### config.mk
export PLATFORM = sky130hd
export DESIGN_NAME = compare_press
export DESIGN_NICKNAME = d
export VERILOG_FILES = /design/src/rtl/compare_press.sv
export SDC_FILE = /design/constraint.sdc
export NUM_CORES = 1
export LEC_CHECK = 0
export BUFFER_PORTS_ARGS = -buffer_cell sky130_fd_sc_hd__clkbuf_2
export CORE_ASPECT_RATIO = 0.8
export CORE_MARGIN = 2
export CORE_UTILIZATION = 30
export CTS_CLUSTER_DIAMETER = 30
export DETAILED_ROUTE_END_ITERATION = 12
export PLACE_DENSITY = 0.52
export SYNTH_ARGS = -nofsm -noshare
export SYNTH_HDL_FRONTEND = slang
export SYNTH_SLANG_ARGS = --single-unit
### constraint.sdc
create_clock -name clk -period 2.9 [get_ports clk]
set_clock_uncertainty 0.1 [all_clocks]
set_input_delay 0.29 -clock clk [delete_from_list [all_inputs] [get_ports clk]]
set_output_delay 0.29 -clock clk [all_outputs]
set_load 0.03 [all_outputs]
### src/rtl/compare_press.sv
// compare_press: run-time selectable unsigned comparator with a registered match,
// rising-edge press pulses rate-limited by a cooldown window, and a saturating press count.
module compare_press #(
    parameter int WIDTH     = 10,
    parameter int COOLDOWN  = 4,
    parameter int CNT_WIDTH = 8
) (
    input  logic                 clk,
    input  logic                 Reset,
    input  logic                 en,
    input  logic [1:0]           mode,
    input  logic [WIDTH-1:0]     A,
    input  logic [WIDTH-1:0]     B,
    output logic                 match,
    output logic                 press,
    output logic                 busy,
    output logic [CNT_WIDTH-1:0] press_count
);
    localparam int CW = COOLDOWN > 1 ? $clog2(COOLDOWN) : 1;
    localparam logic [CW-1:0] RELOAD = CW'(COOLDOWN - 1);

    typedef enum logic {IDLE, COOL} state_t;

    state_t        state, state_n;
    logic [CW-1:0] cnt, cnt_n;
    logic          rel, cmp, rise, accept, fire;

    always_comb begin
        rel    = mode == 2'b00 ? A > B :
                 mode == 2'b01 ? A >= B :
                 mode == 2'b10 ? A < B : A == B;
        cmp    = en & rel;
        rise   = cmp & ~match;
        accept = state == IDLE || cnt == '0;
        fire   = rise & accept;
    end

    // A rise arriving at cnt==0 restarts the window without passing through IDLE.
    always_comb begin
        state_n = state;
        cnt_n   = cnt;
        if (state == IDLE) begin
            if (rise) begin
                state_n = COOL;
                cnt_n   = RELOAD;
            end
        end else if (cnt != '0)
            cnt_n = cnt - CW'(1);
        else if (rise)
            cnt_n = RELOAD;
        else
            state_n = IDLE;
    end

    always_ff @(posedge clk) begin
        if (Reset) begin
            state       <= IDLE;
            cnt         <= '0;
            match       <= 1'b0;
            press       <= 1'b0;
            press_count <= '0;
        end else begin
            state       <= state_n;
            cnt         <= cnt_n;
            match       <= cmp;
            press       <= fire;
            press_count <= fire && press_count != '1 ? press_count + CNT_WIDTH'(1) : press_count;
        end
    end

    assign busy = state == COOL;
endmodule

== After elaboration in Yosys (flattened, before gate mapping) ==
Index checks and enable logic that the tools add are counted.
Word-level totals
  register bits after elaboration: 13
  output and inout port bits: 11
  input port bits: 25
Operators by class
  muxes and demuxes: 9
  reduce and logical (&&, ||, !) cells: 5
  equality and inequality tests: 4
  add/sub/neg operators: 2
  bitwise logic cells: 5
  $lt $le $gt $ge: 3
Operators with widths (count)
  $eq 10x10->1: 1
  $ge 10x10->1: 1
  $gt 10x10->1: 1
  $lt 10x10->1: 1
  $add 8x1->8 const B: 1
  $ne 8x8->1 const B: 1
  $mux 1: 6
  $mux 2: 3
  $logic_not 2->1: 2
  $and 1x1->1: 3
  $eq 2x1->1 const B: 1
  $eq 2x2->1 const B: 1
  $not 1->1: 2
  $reduce_bool 2->1: 1
  $sub 2x1->2 const B: 1
  $logic_and 1x1->1: 1
  $logic_or 1x1->1: 1

== Longest topological paths before layout ==
  depth after elaboration: 9
  depth in mapped cells: 9

== Least setup slack after synthesis ==
No wires, ideal clock.
  path type: input -> register
  from: input port B[5]
  to: register press_count[5]
  required time: 2.679 ns
  data arrival time: 2.115 ns
  path slack: 0.565 ns
  cell stages on the path: 9
  cells stage by stage: inv_1 ha_1 a21oi_2 o21ai_1 a2111oi_2 mux2i_1 buf_6 nor4_1 mux2_2
On the way
  longest elaborated chain between the ends: 8
RTL lines
  start, declared: RTL line 13  | input logic [WIDTH-1:0] B,
  $lt 10x10->1 / $eq 10x10->1 (equally long branches): RTL line 31  | mode == 2'b10 ? A < B : A == B;
  $mux 1: RTL line 31
  $mux 1: RTL line 30  | mode == 2'b01 ? A >= B :
  $mux 1 (*): RTL line 29  | rel = mode == 2'b00 ? A > B :
  $and 1x1->1 (*): RTL line 32  | cmp = en & rel;
  $and 1x1->1 (*): RTL line 33  | rise = cmp & ~match;
  $and 1x1->1 (*): RTL line 35  | fire = rise & accept;
  $logic_and 1x1->1 (*): RTL line 67  | press_count <= fire && press_count != '1 ? press_count + CNT_WIDTH'(1) : press_count;
  end signal, assigned: RTL line 67
  end, declared: RTL line 17  | output logic [CNT_WIDTH-1:0] press_count
Mark *: on every way between the ends. The rest lies on a longest branch, timed or not.
A chain may end at the register's enable or synchronous reset.

== Final worst setup path ==
Ends and elaborated chain as after synthesis.

==> impl_metrics.ini <==
[sta]
hold_viol_final = 0
slew_violations = 0
fmax_mhz = 441
fin_tns_setup_ns = 0
period_minus_slack_ns = 2.27
timing.final.crit_share = 0.782
max_slew_margin = 0.508
setup_viol = 0
tightest_slew_ns = 0.737
rsz0062_at_grt = no

[logic_synthesis]
ys_top_cells_by_area = dfxtp_1 (28%), ha_1 (15%), inv_1 (6.4%)
synthCells = 107
ys_ff_latch = 13
synth_fp_nets = 143
synth.top_cell.area_share = 0.279
ys_types = 31
yosys.area.top_type = dfxtp_1
yosysSeqAreaShare = 0.279
syn-cell-area_um2 = 933
yosys_warnings = 0
avgSynthCellArea_um2 = 8.72

[power]
p_total_w = 0.000452
ir_drop_v = 0.000213
p_sw_frac = 0.278
power_leakage_nw = 0.554
power_frac_seq = 0.426
p_int_w = 0.000326
p_per_area_nw_per_um2 = 384
netSwitchingPower_w = 0.000126
p_clk_frac = 0.364
comb_power_share = 0.209

[clocking]
cts-root-buf = clkbuf_8
cts_sinks = 13
post_cts_buffers = 0
clkTransAtPathRegs_ns = 0.05
h-tree-depth = 1
numCtsBuffers = 3
cts_hold_buf = 0
clk-insertion-delay-late_ns = 0.24
cts_resized = 0
cts.path.max_buffers = 2
cts_tree = yes

[routing]
drt_first_pass_iters = 4
drtIter0Drc = 16
drc = 0
ant_nets = 0
wl_mm = 1.84
num_vias = 861
wl_per_cell_um = 10.0
post_drt_via_cell_ratio = 4.68

[final_layout]
drive_gt1_frac = 0.347
final_util = 0.390
syn_to_final_growth_pct = 26.0
antennaDiodeCount = 0
nFillCells = 316
mostFrequentLayoutCells = clkbuf_2 (35), inv_1 (16), dfxtp_1 (13), ha_1 (11)
layout_commonest_cell = clkbuf_2
fin_nets = 181

[worst_setup_path]
arrival_ns = 2.30
ff2ff_path_depth = 4
critPathCaptureType = flop
required_ns = 2.93
critPathKind = in2reg
reg2reg_setup_slack_ns = 0.80
worstPathMaxFanout = 12
cp-start-kind = input pin
reg2reg_to = press_count[5]$_SDFFE_PP0P_
r2r_start = cnt[0]$_SDFF_PP0_

[global_routing]
grt_first_pass_wirelength_mm = 2.87
grt_pass1_vias = 664
grt_use_total = 0.106
grt_remaining_overflow = 0
grt_antenna_before_repair = 0
grt_max_degree = 19

[floorplanning]
io_pins = 36
fp.coreArea_um2 = 3020
num_rows = 18
fp.dieArea_um2 = 3580
die_h_um = 53.9
initial_core_util = 0.309
fp.dieW_um = 66.4

[placed_design]
hpwl_mm = 1.47
io_buffers = 35
globalplace.congestion = 0.715

[run_status]
outcome = finished clean

[hold_path]
hold_class = in2reg
hold_start = en
whs_endpoint = match$_SDFF_PP0_
hold_depth = 2

[job]
drv_cap = 0
worst max-delay path, stage by stage:
cell      delay [ns]
clkbuf_2        0.08
inv_1           0.03
ha_1            0.31
nand4_1         0.14
nor3_1          0.29
mux2i_1         0.21
mux2i_1         0.08
buf_4           0.18
nor4_1          0.32
mux2_2          0.37
through the flow:
step | setup WS, ns | hold WS [ns] | area [µm²] | instances
floorplan | 0.565 | 0.354 | 933 | 107
global placement | 0.338 | 0.389 | 1130 | 180
detailed placement | 0.332 | 0.408 | 1130 | 180
CTS | 0.599 | 0.211 | 1180 | 184
global route | 0.408 | 0.231 | 1180 | 184
finish | 0.631 | 0.219 | 1180 | 184
Yosys cell counts:
cell / number
a2111oi_2: 1
a211oi_1: 2
a211oi_2: 1
a21oi_1: 6
a21oi_2: 1
a221oi_2: 1
buf_6: 1
clkbuf_8: 1
clkdlybuf4s18_1: 1
dfxtp_1: 13
ha_1: 11
inv_1: 16
mux2_2: 5
mux2i_1: 3
nand2_1: 6
nand2b_1: 3
nand3_1: 4
nand4_1: 3
nor2_1: 6
nor2b_1: 4
nor3_1: 1
nor3b_1: 1
nor3b_2: 1
nor4_1: 3
o2111ai_1: 1
o21ai_0: 2
o21ai_1: 1
o22ai_1: 1
o31ai_1: 3
or3b_4: 1
or4_1: 3
cell families (layout without fill, tap and decap cells):
logic type | after synthesis | in the layout | synth area share
flip-flops | 13 | 13 | 0.279
buffers and inverters | 19 | 56 | 0.102
AND/OR/NAND/NOR | 36 | 36 | 0.220
AO/OA/AOI/OAI | 20 | 20 | 0.160
multiplexers | 8 | 8 | 0.0925
adder cells (fa/ha/maj) | 11 | 11 | 0.147
registers in the layout, indices dropped and copies added (netlist names):
signal	count
match	1
cnt	2
press	1
busy	1
press_count	8
cell type report:
class,count,area (µm²),area share
inverter,16,60.1,0.0511
clock buffer,4,45.0,0.0383
sequential,13,260,0.221
timing repair buffer,36,183,0.155
tap,40,50.0,0.0426
multi-input combinational,75,578,0.491
how the worst max path moves through the flow:
stage | startpoint | end | slack (ns)
finish | B[5] | press_count[5]$_SDFFE_PP0P_ | 0.63
global route | B[7] | press_count[7]$_SDFFE_PP0P_ | 0.41
CTS | B[5] | press_count[5]$_SDFFE_PP0P_ | 0.60
detailed placement | B[5] | press_count[5]$_SDFFE_PP0P_ | 0.33
global placement | B[5] | press_count[5]$_SDFFE_PP0P_ | 0.34
floorplan | B[5] | press_count[5]$_SDFFE_PP0P_ | 0.56
per-layer routing:
metal | vias to the layer above | part of all wire | wire length [µm] | global-route usage
met2 | 22 | 0.45 | 827 | 0.152
met5 | - | 0 | 0 | 0
met1 | 382 | 0.49 | 906 | 0.149
met4 | 0 | 0 | 0 | 0.0306
li1 | 457 | - | - | -
met3 | 0 | 0.059 | 108 | 0.0377
power groups by stage:
stage                     Sequential [W]  Combinational (W)  Clock [W]
after floorplan                 0.000203          0.0000604          0
after global placement          0.000196          0.0000931          0
after detailed placement        0.000197          0.0000953          0
after CTS                       0.000193          0.0000959   0.000171
after global routing            0.000194           0.000106   0.000179
final                           0.000193          0.0000946   0.000165
Note: power is estimated with default switching activity, not from simulation.
